===== src/rtl/cram_port_arbiter_if.sv =====
// Bundle of the requester-side and OPB-side signals of the CRAM port arbiter.
// The master modport is the arbiter's view; slave is the requesters plus controller.
interface cram_port_arbiter_if #(
    parameter int NPORT = 3
);
    logic [NPORT-1:0]    p_req;
    logic [NPORT*24-1:0] p_addr;
    logic [NPORT*4-1:0]  p_be;
    logic [NPORT*32-1:0] p_wdata;
    logic [NPORT-1:0]    p_rnw;
    logic [NPORT-1:0]    p_32bit;
    logic [NPORT-1:0]    p_ack;
    logic                p_err;
    logic [31:0]         p_rdata;
    logic [2:0]          grant_id;
    logic                busy;
    logic [23:0]         OPB_ABus;
    logic [3:0]          OPB_BE;
    logic [31:0]         OPB_DBus;
    logic                OPB_RNW;
    logic                OPB_32Bit;
    logic                OPB_select;
    logic [31:0]         Sln_DBus;
    logic                Sln_xferAck;

    modport master (
        input  p_req, p_addr, p_be, p_wdata, p_rnw, p_32bit, Sln_DBus, Sln_xferAck,
        output p_ack, p_err, p_rdata, grant_id, busy,
               OPB_ABus, OPB_BE, OPB_DBus, OPB_RNW, OPB_32Bit, OPB_select
    );

    modport slave (
        output p_req, p_addr, p_be, p_wdata, p_rnw, p_32bit, Sln_DBus, Sln_xferAck,
        input  p_ack, p_err, p_rdata, grant_id, busy,
               OPB_ABus, OPB_BE, OPB_DBus, OPB_RNW, OPB_32Bit, OPB_select
    );
endinterface


===== src/rtl/cram_port_arbiter.sv =====
// Round-robin arbiter sharing one OPB-style CRAM/PSRAM controller port between
// NPORT requesters, with a watchdog that aborts transactions the controller never finishes.
module cram_port_arbiter #(
    parameter int NPORT      = 3,
    parameter int TIMEOUT    = 255,
    parameter int GAP_CYCLES = 1
) (
    input logic                 OPB_Clk,
    input logic                 OPB_Rst,
    cram_port_arbiter_if.master bus
);
    localparam int CMAX = (TIMEOUT > GAP_CYCLES) ? TIMEOUT : GAP_CYCLES;
    localparam int TW   = $clog2(CMAX + 1);
    localparam logic [TW-1:0]    TIMEOUT_T  = TW'(TIMEOUT);
    localparam logic [TW-1:0]    GAP_LAST_T = TW'(GAP_CYCLES - 1);
    localparam logic [TW-1:0]    TIMER_ONE  = TW'(1);
    localparam logic [2:0]       LAST_PORT  = 3'(NPORT - 1);
    localparam logic [NPORT-1:0] ACK_ONE    = NPORT'(1);

    typedef enum logic [2:0] {
        IDLE      = 3'd0,
        ISSUE     = 3'd1,
        WAIT_LOW  = 3'd2,
        WAIT_HIGH = 3'd3,
        DONE      = 3'd4,
        GAP       = 3'd5
    } state_t;

    state_t           state_r;
    logic [2:0]       rr_ptr_r;
    logic [TW-1:0]    timer_r;
    logic [NPORT-1:0] p_ack_r;
    logic             p_err_r;
    logic [31:0]      p_rdata_r;
    logic [2:0]       grant_id_r;
    logic             busy_r;
    logic [23:0]      opb_abus_r;
    logic [3:0]       opb_be_r;
    logic [31:0]      opb_dbus_r;
    logic             opb_rnw_r;
    logic             opb_32bit_r;
    logic             opb_select_r;

    logic [3:0]       pick_s;
    logic [2:0]       win_s;
    logic [23:0]      addr_s;
    logic [3:0]       be_s;
    logic [31:0]      wdata_s;
    logic             rnw_s;
    logic             b32_s;

    // Returns {found, index} of the first requester after ptr, wrapping;
    // scanning from the far end lets the nearest candidate win.
    function automatic logic [3:0] rr_pick(input logic [NPORT-1:0] req, input logic [2:0] ptr);
        logic [3:0] res;
        logic [7:0] req8;
        logic [2:0] idx;
        res  = 4'd0;
        req8 = 8'(req);
        for (int i = NPORT; i >= 1; i--) begin
            idx = 3'((int'(ptr) + i) % NPORT);
            res = req8[idx] ? {1'b1, idx} : res;
        end
        return res;
    endfunction

    // Winner selection and its request fields
    always_comb begin
        pick_s  = rr_pick(bus.p_req, rr_ptr_r);
        win_s   = pick_s[2:0];
        addr_s  = 24'h0;
        be_s    = 4'h0;
        wdata_s = 32'h0;
        rnw_s   = 1'b0;
        b32_s   = 1'b0;
        for (int i = 0; i < NPORT; i++) begin
            addr_s  = (win_s == 3'(i)) ? bus.p_addr[i*24 +: 24]  : addr_s;
            be_s    = (win_s == 3'(i)) ? bus.p_be[i*4 +: 4]      : be_s;
            wdata_s = (win_s == 3'(i)) ? bus.p_wdata[i*32 +: 32] : wdata_s;
            rnw_s   = (win_s == 3'(i)) ? bus.p_rnw[i]            : rnw_s;
            b32_s   = (win_s == 3'(i)) ? bus.p_32bit[i]          : b32_s;
        end
    end

    // Transaction FSM with all outputs registered
    always_ff @(posedge OPB_Clk or negedge OPB_Rst) begin
        if (!OPB_Rst) begin
            state_r      <= IDLE;
            rr_ptr_r     <= LAST_PORT;
            timer_r      <= '0;
            p_ack_r      <= '0;
            p_err_r      <= 1'b0;
            p_rdata_r    <= 32'h0;
            grant_id_r   <= 3'd0;
            busy_r       <= 1'b0;
            opb_abus_r   <= 24'h0;
            opb_be_r     <= 4'h0;
            opb_dbus_r   <= 32'h0;
            opb_rnw_r    <= 1'b0;
            opb_32bit_r  <= 1'b0;
            opb_select_r <= 1'b0;
        end else begin
            p_ack_r <= '0;
            p_err_r <= 1'b0;
            case (state_r)
                IDLE: begin
                    if (pick_s[3]) begin
                        opb_abus_r  <= addr_s;
                        opb_be_r    <= be_s;
                        opb_dbus_r  <= wdata_s;
                        opb_rnw_r   <= rnw_s;
                        opb_32bit_r <= b32_s;
                        grant_id_r  <= win_s;
                        rr_ptr_r    <= win_s;
                        busy_r      <= 1'b1;
                        state_r     <= ISSUE;
                    end else begin
                        opb_select_r <= 1'b0;
                    end
                end
                ISSUE: begin
                    opb_select_r <= 1'b1;
                    busy_r       <= 1'b1;
                    timer_r      <= '0;
                    state_r      <= WAIT_LOW;
                end
                // A high ack here is left over from the previous access; only a drop counts.
                WAIT_LOW: begin
                    if (timer_r == TIMEOUT_T) begin
                        p_ack_r <= ACK_ONE << grant_id_r;
                        p_err_r <= 1'b1;
                        state_r <= DONE;
                    end else if (!bus.Sln_xferAck) begin
                        timer_r <= timer_r + TIMER_ONE;
                        state_r <= WAIT_HIGH;
                    end else begin
                        timer_r <= timer_r + TIMER_ONE;
                    end
                end
                WAIT_HIGH: begin
                    if (bus.Sln_xferAck) begin
                        p_rdata_r <= bus.Sln_DBus;
                        p_ack_r   <= ACK_ONE << grant_id_r;
                        state_r   <= DONE;
                    end else if (timer_r == TIMEOUT_T) begin
                        p_ack_r <= ACK_ONE << grant_id_r;
                        p_err_r <= 1'b1;
                        state_r <= DONE;
                    end else begin
                        timer_r <= timer_r + TIMER_ONE;
                    end
                end
                DONE: begin
                    opb_select_r <= 1'b0;
                    timer_r      <= '0;
                    state_r      <= GAP;
                end
                GAP: begin
                    if (timer_r == GAP_LAST_T) begin
                        busy_r  <= 1'b0;
                        state_r <= IDLE;
                    end else begin
                        timer_r <= timer_r + TIMER_ONE;
                    end
                end
                default: begin
                    opb_select_r <= 1'b0;
                    busy_r       <= 1'b0;
                    state_r      <= IDLE;
                end
            endcase
        end
    end

    assign bus.p_ack      = p_ack_r;
    assign bus.p_err      = p_err_r;
    assign bus.p_rdata    = p_rdata_r;
    assign bus.grant_id   = grant_id_r;
    assign bus.busy       = busy_r;
    assign bus.OPB_ABus   = opb_abus_r;
    assign bus.OPB_BE     = opb_be_r;
    assign bus.OPB_DBus   = opb_dbus_r;
    assign bus.OPB_RNW    = opb_rnw_r;
    assign bus.OPB_32Bit  = opb_32bit_r;
    assign bus.OPB_select = opb_select_r;
endmodule


===== src/flat_wrapper.sv =====
// flat-port wrapper written by rule: the top's interface ports become plain ports
module cram_port_arbiter_flat 
#(
    parameter int NPORT      = 3,
    parameter int TIMEOUT    = 255,
    parameter int GAP_CYCLES = 1
)
  (OPB_Clk, OPB_Rst, bus_p_req, bus_p_addr, bus_p_be, bus_p_wdata, bus_p_rnw, bus_p_32bit, bus_Sln_DBus, bus_Sln_xferAck, bus_p_ack, bus_p_err, bus_p_rdata, bus_grant_id, bus_busy, bus_OPB_ABus, bus_OPB_BE, bus_OPB_DBus, bus_OPB_RNW, bus_OPB_32Bit, bus_OPB_select);
  cram_port_arbiter_if #(.NPORT(NPORT)) bus_i ();
  input logic OPB_Clk;
  input logic OPB_Rst;
  input wire logic [$bits(bus_i.p_req)-1:0] bus_p_req;
  input wire logic [$bits(bus_i.p_addr)-1:0] bus_p_addr;
  input wire logic [$bits(bus_i.p_be)-1:0] bus_p_be;
  input wire logic [$bits(bus_i.p_wdata)-1:0] bus_p_wdata;
  input wire logic [$bits(bus_i.p_rnw)-1:0] bus_p_rnw;
  input wire logic [$bits(bus_i.p_32bit)-1:0] bus_p_32bit;
  input wire logic [$bits(bus_i.Sln_DBus)-1:0] bus_Sln_DBus;
  input wire logic [$bits(bus_i.Sln_xferAck)-1:0] bus_Sln_xferAck;
  output wire logic [$bits(bus_i.p_ack)-1:0] bus_p_ack;
  output wire logic [$bits(bus_i.p_err)-1:0] bus_p_err;
  output wire logic [$bits(bus_i.p_rdata)-1:0] bus_p_rdata;
  output wire logic [$bits(bus_i.grant_id)-1:0] bus_grant_id;
  output wire logic [$bits(bus_i.busy)-1:0] bus_busy;
  output wire logic [$bits(bus_i.OPB_ABus)-1:0] bus_OPB_ABus;
  output wire logic [$bits(bus_i.OPB_BE)-1:0] bus_OPB_BE;
  output wire logic [$bits(bus_i.OPB_DBus)-1:0] bus_OPB_DBus;
  output wire logic [$bits(bus_i.OPB_RNW)-1:0] bus_OPB_RNW;
  output wire logic [$bits(bus_i.OPB_32Bit)-1:0] bus_OPB_32Bit;
  output wire logic [$bits(bus_i.OPB_select)-1:0] bus_OPB_select;
  assign bus_i.p_req = bus_p_req;
  assign bus_i.p_addr = bus_p_addr;
  assign bus_i.p_be = bus_p_be;
  assign bus_i.p_wdata = bus_p_wdata;
  assign bus_i.p_rnw = bus_p_rnw;
  assign bus_i.p_32bit = bus_p_32bit;
  assign bus_i.Sln_DBus = bus_Sln_DBus;
  assign bus_i.Sln_xferAck = bus_Sln_xferAck;
  assign bus_p_ack = bus_i.p_ack;
  assign bus_p_err = bus_i.p_err;
  assign bus_p_rdata = bus_i.p_rdata;
  assign bus_grant_id = bus_i.grant_id;
  assign bus_busy = bus_i.busy;
  assign bus_OPB_ABus = bus_i.OPB_ABus;
  assign bus_OPB_BE = bus_i.OPB_BE;
  assign bus_OPB_DBus = bus_i.OPB_DBus;
  assign bus_OPB_RNW = bus_i.OPB_RNW;
  assign bus_OPB_32Bit = bus_i.OPB_32Bit;
  assign bus_OPB_select = bus_i.OPB_select;
  cram_port_arbiter #(.NPORT(NPORT), .TIMEOUT(TIMEOUT), .GAP_CYCLES(GAP_CYCLES)) u_core (.OPB_Clk(OPB_Clk), .OPB_Rst(OPB_Rst), .bus(bus_i));
endmodule

===== config.mk =====
export PLATFORM = sky130hd
export DESIGN_NAME = cram_port_arbiter_flat
export DESIGN_NICKNAME = d
export VERILOG_FILES = /design/src/rtl/cram_port_arbiter_if.sv /design/src/rtl/cram_port_arbiter.sv /design/src/flat_wrapper.sv
export SDC_FILE = /design/constraint.sdc
export NUM_CORES = 1
export LEC_CHECK = 0
export ABC_CLOCK_PERIOD_IN_PS = 4790
export BUFFER_PORTS_ARGS = -buffer_cell sky130_fd_sc_hd__buf_2
export CORE_MARGIN = 1.5
export CORE_UTILIZATION = 43
export CTS_CLUSTER_SIZE = 12
export DETAILED_ROUTE_END_ITERATION = 10
export GPL_ROUTABILITY_DRIVEN = 0
export PLACE_DENSITY_LB_ADDON = 0.2
export SLEW_MARGIN = 0
export SYNTH_ARGS = -nofsm -noshare
export SYNTH_HDL_FRONTEND = slang
export SYNTH_SLANG_ARGS = --single-unit

===== constraint.sdc =====
create_clock -name OPB_Clk -period 4.79 [get_ports OPB_Clk]
set_input_delay 0.958 -clock OPB_Clk [delete_from_list [all_inputs] [get_ports OPB_Clk]]
set_output_delay 0.958 -clock OPB_Clk [all_outputs]
set_load 0.01 [all_outputs]

==> results of run 1 <==
-- what timing repair did --
item | in CTS | in global routing
buffers inserted | 0 | 1
setup endpoints to repair | 0 | 66
hold endpoints to repair | 0 | 0
resized for setup | 0 | 34
-- worst max-delay path, stage by stage (launching register included) --
cell	delay, ps
sky130_fd_sc_hd__dfstp_2	570
sky130_fd_sc_hd__inv_1	90
sky130_fd_sc_hd__ha_2	380
sky130_fd_sc_hd__inv_1	110
sky130_fd_sc_hd__ha_1	230
sky130_fd_sc_hd__ha_1	250
sky130_fd_sc_hd__a21oi_2	190
sky130_fd_sc_hd__and2_1	190
sky130_fd_sc_hd__xnor2_1	70
sky130_fd_sc_hd__ha_1	190
sky130_fd_sc_hd__a31oi_1	180
sky130_fd_sc_hd__and2_1	210
sky130_fd_sc_hd__mux2_2	370
sky130_fd_sc_hd__and2_1	180
sky130_fd_sc_hd__a41oi_4	320
sky130_fd_sc_hd__a22o_4	220
sky130_fd_sc_hd__buf_12	230
sky130_fd_sc_hd__a211oi_1	110
sky130_fd_sc_hd__o31ai_1	290
-- cells in the final DEF (no fill, tap or decap), types with 5 or more instances in the layout --
master / instances
sky130_fd_sc_hd__buf_4: 16
sky130_fd_sc_hd__mux2i_1: 23
sky130_fd_sc_hd__inv_6: 5
sky130_fd_sc_hd__buf_12: 5
sky130_fd_sc_hd__clkbuf_16: 20
sky130_fd_sc_hd__inv_8: 5
sky130_fd_sc_hd__nor2b_1: 6
sky130_fd_sc_hd__o211ai_1: 5
sky130_fd_sc_hd__nand3_1: 12
sky130_fd_sc_hd__mux2_2: 36
sky130_fd_sc_hd__nor2_1: 62
sky130_fd_sc_hd__xnor2_1: 7
sky130_fd_sc_hd__ha_1: 17
sky130_fd_sc_hd__inv_1: 59
sky130_fd_sc_hd__a32oi_1: 18
sky130_fd_sc_hd__a221oi_1: 40
sky130_fd_sc_hd__a211oi_1: 44
sky130_fd_sc_hd__a21oi_1: 15
sky130_fd_sc_hd__nand4_1: 5
sky130_fd_sc_hd__buf_2: 325
sky130_fd_sc_hd__o21ai_1: 18
sky130_fd_sc_hd__nand2_1: 70
sky130_fd_sc_hd__dfrtp_1: 114
sky130_fd_sc_hd__o21ai_0: 11
sky130_fd_sc_hd__xor2_1: 5
sky130_fd_sc_hd__o31ai_1: 43
-- cells by family after synthesis --
kind of cell | count (synthesis)
AO/OA/AOI/OAI | 241
AND/OR/NAND/NOR | 181
buffers and inverters | 121
flip-flops | 115
multiplexers | 63
adder cells (fa/ha/maj) | 21
XOR/XNOR | 14
-- metrics by stage --
stage / std cells / hold slack (ps) / setup WS [ps]
after detailed placement: 1260 / 460.5 / 67.42
after global routing: 1298 / 491.1 / 2.360
after global placement: 1260 / 454.6 / 167.0
after floorplan: 756 / 514.4 / 89.37
after CTS: 1292 / 474.5 / 38.99
final: 1299 / 470.5 / 280.5
-- path summary, 6_finish.rpt --
check	startpoint	end	slack, ps	cells past startpoint
min in group asynchronous	OPB_Rst	u_core.bus.p_rdata[11]$_DFFE_PN0P_	650	1
max in group asynchronous	OPB_Rst	u_core.bus.grant_id[0]$_DFFE_PN0N_	3110	2
hold reg to reg	u_core.bus.OPB_DBus[6]$_DFFE_PN0N_	u_core.bus.OPB_DBus[6]$_DFFE_PN0N_	470	2
hold / removal	u_core.bus.OPB_DBus[6]$_DFFE_PN0N_	u_core.bus.OPB_DBus[6]$_DFFE_PN0N_	470	2
setup reg to reg	u_core.rr_ptr_r[1]$_DFFE_PN1N_	u_core.bus.OPB_DBus[26]$_DFFE_PN0N_	280	18
setup / recovery	u_core.rr_ptr_r[1]$_DFFE_PN1N_	u_core.bus.OPB_DBus[26]$_DFFE_PN0N_	280	18
-- per-layer routing --
layer	vias to the layer above	wire length, um
met5	-	0
met4	0	493
met3	34	1503
met2	303	12340
met1	3520	9874
li1	3437	-
-- registers in the layout (all words and copies together) (netlist names) --
| signal | count |
|---|---|
| u_core.timer_r | 8 |
| u_core.bus.p_ack | 3 |
| u_core.bus.OPB_BE | 4 |
| u_core.bus.grant_id | 2 |
| u_core.rr_ptr_r | 2 |
| u_core.bus.busy | 1 |
| u_core.bus.OPB_RNW | 1 |
| u_core.bus.OPB_DBus | 32 |
| u_core.bus.p_err | 1 |
| u_core.bus.OPB_select | 1 |
| u_core.bus.OPB_32Bit | 1 |
| u_core.bus.p_rdata | 32 |
| u_core.state_r | 3 |
| u_core.bus.OPB_ABus | 24 |
-- cell type report --
type | count | area share
diodes | 3 | 0.0007581
well taps | 216 | 0.02729
clock buffers | 17 | 0.04296
multi-input cells | 520 | 0.3958
flip-flops and latches | 115 | 0.2907
inverters | 59 | 0.02236
repair buffers | 354 | 0.2014
clock inverters | 15 | 0.01870
==> results.md, run 1 <==
- The H-tree was split into 4 levels.
- In this run the clock root is driven by a sky130_fd_sc_hd__clkbuf_16.
- The post-synthesis simple-gate area fraction is 0.1138.
- The cell area after synthesis is 7158 um^2.
- The cell count after synthesis came out at 756.
- The final global-route overflow total is 0.
- The largest net degree at the start of global routing is between 100 and 150.
- The detailed-placement wirelength estimate is 16.99 mm.
- The number of violations reported at the end of detailed-routing iteration 0 is 411.
- The clock input transition at the sequential cells of the worst setup and hold paths is approximately 60 ps.
- In the synthesized netlist the async set-or-reset flop fraction comes to 1.000.
- The dominant cell type by area after synthesis is sky130_fd_sc_hd__dfrtp_1.
- Of the total synthesized cell area, the portion taken by full adders, half adders and majority gates is 0.03671.
- Counting instances in the post-synthesis netlist gives the leading cell types as 114 x sky130_fd_sc_hd__dfrtp_1, 70 x sky130_fd_sc_hd__nand2_1, 63 x sky130_fd_sc_hd__nor2_1, 59 x sky130_fd_sc_hd__inv_1, 48 x sky130_fd_sc_hd__a211oi_1.
- The total of max-cap violations is 0.
- The number of synthesized register bits is roughly 120.
- The area of the die is around 17000 um^2.
- The share of synthesized area occupied by flip-flops and latches is 0.4022.
- The total vias in the final route is roughly 7300.
- The total number of placement rows is 46.
- For this run, the leading register cell type out of synthesis is sky130_fd_sc_hd__dfrtp_1.
- The vertical extent of the die is about 130 um.
- The max-slew violation total from the final report came to 0.
- From synthesis to final layout, the design area changed by 38.35%.
- The width of the chip is approximately 130 um.
- The hold violation total from the final report is 0.
- The first global-routing pass estimated around 37 mm of wire.
- The quantity of hold-fixing buffers added after cts is 0.
- The total placed instance area is ~9000 um^2.
- After the last flow step, the layout net total stands at approximately 1300.
- The path class of the lowest-slack min-delay path is reg2reg.
- The required time of the worst setup path is 5100 ps.
- The fraction of met2 tracks used by global routing is 0.4590.
- The transition time of the tightest slew-check pin is approximately 840 ps.
- The core region is ~16000 um^2.
- The mean instance size in the synthesized netlist is between 9 and 10 um^2.
- The Yosys step of the flow raised 0 warnings.
- The dominant combinational cell family by area after synthesis is compound AO/OA/AOI/OAI gates.
- The clock sink count is ~120.
- The met3 global-route usage is 0.05729.
- TritonCTS built the clock tree.
- The number of top-level pins is roughly 330.
- Measured against its own limit, the worst slew margin works out to 0.4404.
- The count of endpoints failing setup in the final report is 0.
- The number of global-route vias before repair is 6965.
- The most heavily used metal layer in global routing is met2.
- Once detail routing completed, the nets flagged for antenna violations numbered 0.
- In the global route stage, overall resource usage came out at 0.2676.
- Setup repair after global routing left no endpoint under its margin.
- For the final routed database, the setup TNS stands at 0 ps.
- The worst setup path is captured at a flop.
- Once layout is complete, the utilization of the core stands at 0.6167.
- The post-synth net total is about 1000.
- The number of enable-type register cells in the synthesized netlist is 0.
- Yosys instantiated no cell more often than sky130_fd_sc_hd__dfrtp_1.
- Sorting the synthesized cells by area gives the leading types as sky130_fd_sc_hd__dfrtp_1 40%, sky130_fd_sc_hd__mux2_2 5.7%, sky130_fd_sc_hd__a221oi_1 5.3%.
- Of all nets on the critical path, the largest fanout is 43.
- The met1 track demand over resource is 0.3315.
- The layout filler cell count is between 1000 and 1500.
- The worst-skew pair later-pin latency is about 430 ps.
- The mean routed wirelength per cell is ~19 um.
- The length of the first detailed-routing pass in iterations is 5.
- Buffers placed on the I/O ports in this run total 326.
- The run finished with clean final reports.
- The share of the synthesized netlist area taken by xor and xnor gates is 0.01818.
- For this configuration, the core starts out at a cell density of 0.4458.
- The number of different library cells used by synthesis comes to 66.
- The number of buffers on the longest clock path is 2.
- The share of cell area taken by muxes after synthesis is 0.09684.
- The achievable frequency is about 0.22 GHz.
- Using the TritonRoute via totals, the vias-per-cell ratio works out to 5.615.
- In the final layout, the share of cells above drive strength 1 is 0.4278.
- The share of synthesized area in the top cell type comes to 0.3985.
- For the final database, setup skew stands at between 8 and 9 ps.
- The initial antenna violation count is 4.
- In the finished design, the share of the clock period the worst path needs comes to 0.9414.
- The complex-gate fraction of the synthesized area is 0.2569.
- The critical path in this run is classified as reg2reg.
- Once layout is done, the placed cells without fillers occupy between 9000 and 10000 um^2.
- The routed wire length is about 24 mm.
- Summing all multi-input logic gate instances after layout gives 3920 um^2.
- TritonCTS created 17 clock buffers.
- After layout, the minimum clock period comes to approximately 4500 ps.
- The worst setup path is launched from a flop.
- The sequential cell area in the final layout is approximately 2900 um^2.
- The data arrival time of the critical path is 4820 ps.
- For this run, design rule violations remaining after detail routing come to 0.
Power of run 1 is left out: the tool's default activity adds up to more than one toggle a clock period on the data nets, which glitch-free logic cannot reach.
==> inputs of run 2 (changes only) <==
--- a/config.mk
+++ b/config.mk
@@ -8,7 +8,8 @@
 export ABC_CLOCK_PERIOD_IN_PS = 4790
 export BUFFER_PORTS_ARGS = -buffer_cell sky130_fd_sc_hd__buf_2
 export CORE_MARGIN = 1.5
-export CORE_UTILIZATION = 43
+export CORE_UTILIZATION = 44
+export CTS_BUF_LIST = sky130_fd_sc_hd__clkbuf_8
 export CTS_CLUSTER_SIZE = 12
 export DETAILED_ROUTE_END_ITERATION = 10
 export GPL_ROUTABILITY_DRIVEN = 0
==> results.md, run 2 (synthesized netlist as in run 1, its figures left out) <==
- The flow ran to the end, and the final reports show no timing, DRC or antenna violations.
- The cell family contributing the most delay on the critical path is compound AO/OA/AOI/OAI gates.
- The largest net degree at the start of global routing was 55 (-50%).
- The total placed instance area is 9079 um^2 (+0.53%).
- The clock sink count is 115 (unchanged).
- The final global-route overflow total is 0 (unchanged).
- The via count normalized by instance count is 5.588 (-0.48%).
- The path class of the lowest-slack min-delay path is in2async.
- The max-slew violation total from the final report is 0 (unchanged).
- The non-filler instance count after layout is 1312 (+1.0%).
- The final cell area excluding filler cells is 9737 um^2 (-1.7%).
- The area of the die is 17040 um^2 (-2.2%).
- The clock tree root driver cell is sky130_fd_sc_hd__clkbuf_8.
- The width of the chip is 130.5 um (-1.1%).
- The most common cell type on the critical path is sky130_fd_sc_hd__ha_1.
- The transition time of the tightest slew-check pin is 632.8 ps (-206.6 ps).
- The floorplan core area is 15890 um^2 (-1.1%).
- The worst setup skew after layout is 14.85 ps (+6.060 ps).
- Setup repair after global routing could not meet its margin everywhere.
- The minimum clock period after layout is 4519 ps (+9.490 ps).
- The layout filler cell count was 1463 (+6.8%).
- The critical path in this run is classified as reg2reg.
- The vertical extent of the die came to 130.5 um (-1.1%).
- The endpoint identified for the worst register-to-register timing path is u_core.bus.grant_id[1]$_DFFE_PN0N_.
- The cell count after placement is 1263 (+0.24%).
- Leaving out fill and tap cells, the most frequent cell in the layout is sky130_fd_sc_hd__buf_2.
- The worst hold-check slack is 472.2 ps (+1.725 ps).
- The antenna violation net count after detailed routing is 0 (unchanged).
- The required time of the worst setup path is 5120 ps (+20 ps).
- Tracing the worst setup path back leads to its startpoint at u_core.rr_ptr_r[1]$_DFFE_PN1N_.
- The worst-path maximum fanout was 44 (+2.3%).
- The number of H-tree levels is 4 (unchanged).
- The combined area of the multi-input logic cells was 3954 um^2 (+0.86%).
- Walking the worst path, the cells encountered are inv_1 -> ha_1 -> xor2_1 -> nor2_1 -> ha_1 -> ha_1 -> a21oi_2 -> and2_1 -> xnor2_1 -> ha_1 -> a31oi_1 -> and2_1 -> mux2_2 -> and3_1 -> o211ai_1 -> a41o_4 -> buf_12 -> nor2_2 -> a21o_1.
- The routed wire length is 24.70 mm (+2.0%).
- The initial antenna violation count was 5 (+1).
- The count of endpoints failing setup in the final report is 0 (unchanged).
- The depth of the worst register-to-register path was 19 (+1).
- The layout cell share with drive strength beyond 1 is 0.4332 (+0.005372).
- The CTS buffer count is 17 (unchanged).
- The kind of end point of the critical path is a flop.
- The sort of element at the start of the critical path is a flop.
- The overall track demand over capacity in global routing is 0.2701 (+0.002523).
- The number of DRC violations after detailed routing is 0 (unchanged).
- The effective utilization at floorplan came to 0.4506 (+0.004845).
- The achievable frequency is 0.2213 GHz (-0.21%).
- The clock input transition at the sequential cells of the worst setup and hold paths is 80 ps (+20 ps).
- The number of top-level pins is 327 (unchanged).
- The remaining max-slew budget at the tightest pin was 0.5660 (+0.1257).
- The worst-skew pair later-pin latency is 440 ps (about the same).
- The number of buffers on the longest clock path was 2 (unchanged).
- The total number of placement rows is 46 (unchanged).
- The area growth from synthesis to layout is 36.03%.
- The worst slack after detailed placement was -84.01 ps (-151.4 ps).
- The sequential cell area in the final layout is 2879 um^2 (unchanged).
- The data arrival time of the critical path is 4850 ps (+30 ps).
- The total vias in the final route is 7332 (+0.52%).
- The flop-to-flop setup slack was 270 ps (about the same).
- The wire length of the first global-routing pass is 35.65 mm (-3.7%).
- The detailed-placement wirelength estimate came to 16.95 mm (-0.21%).
- The total of buffers placed on input and output ports is 326 (unchanged).
- The total of max-cap violations is 0 (unchanged).
- The number of global-route vias before repair is 6922 (-0.62%).
- In this run the critical register-to-register path is launched from u_core.rr_ptr_r[1]$_DFFE_PN1N_.
- The delay contributed by the slowest stage of the critical path is 570 ps (about the same).
- The CTS tree is built.
- The share of the clock period used by the worst path is 0.9434 (+0.001981).
- The length of the first detailed-routing pass in iterations is 7 (+2).
- The cell with the biggest individual delay on the critical path is sky130_fd_sc_hd__dfstp_2.
- The top cell types in the final layout, fill and taps aside, are 325 x sky130_fd_sc_hd__buf_2, 114 x sky130_fd_sc_hd__dfrtp_1, 70 x sky130_fd_sc_hd__nand2_1, 61 x sky130_fd_sc_hd__nor2_1, 59 x sky130_fd_sc_hd__inv_1.
- The final-stage net count is 1324 (+0.91%).
- The mean routed wirelength per cell came to 18.82 um (+0.98%).
- The number of violations reported at the end of detailed-routing iteration 0 is 450 (+9.5%).
- The hold violation total from the final report is 0 (unchanged).
- The final worst slack is 271.0 ps (-9.490 ps).
- The buffering stage count on the worst path with inverters included is 2 (-1).
-- run 2: cell types whose count changed in the layout (fill, tap and decap cells not counted), moves of 3 or more --
cell and change:
sky130_fd_sc_hd__o31ai_1 -3, sky130_fd_sc_hd__o31ai_2 +3, sky130_fd_sc_hd__clkbuf_8 +17, sky130_fd_sc_hd__clkbuf_16 -18
sky130_fd_sc_hd__buf_4 +11
-- run 2: repair_timing --
item                                    CTS  global route
endpoints found under the setup margin   26            69
hold buffers                              0             0
setup buffers                             0             8
gates resized for setup                   2            25
pin swaps                                 0             5
cloned                                    0             5
-- run 2: layer usage --
| metal | wire length [um] | GRT usage | vias up |
|---|---|---|---|
| met3 | 1840 | 0.06148 | 42 |
| met5 | 0 | 0 | - |
| met2 | 12410 | 0.4483 | 329 |
| met4 | 546 | 0.08985 | 0 |
| li1 | - | - | 3472 |
| met1 | 9899 | 0.3499 | 3489 |
-- run 2: worst max path at each step --
stage                                                to  depth (start not counted)
CTS                  u_core.bus.grant_id[1]$_DFFE_PN0N_                         18
global placement     u_core.bus.OPB_ABus[3]$_DFFE_PN0N_                         18
floorplan           u_core.bus.OPB_ABus[11]$_DFFE_PN0N_                         22
global route        u_core.bus.OPB_ABus[13]$_DFFE_PN0N_                         20
finish               u_core.bus.grant_id[1]$_DFFE_PN0N_                         19
detailed placement   u_core.bus.OPB_ABus[3]$_DFFE_PN0N_                         18
-- run 2: cell type report --
class	instances	area share
multi-input combinational	523	0.4061
sequential	115	0.2957
timing repair buffer	363	0.2088
tap	216	0.02776
clock buffer	17	0.02403
inverter	59	0.02274
clock inverter	15	0.01388
antenna	4	0.001028
-- run 2: through the flow --
stage	utilization	setup TNS, ps
6_report	0.6129	0
3_5_place_dp	0.5715	-986.6
3_3_place_gp	0.5715	0
5_1_grt	0.6129	-1178
2_1_floorplan	-	0
4_1_cts	0.5957	0
Power of run 2 is left out for the same reason.
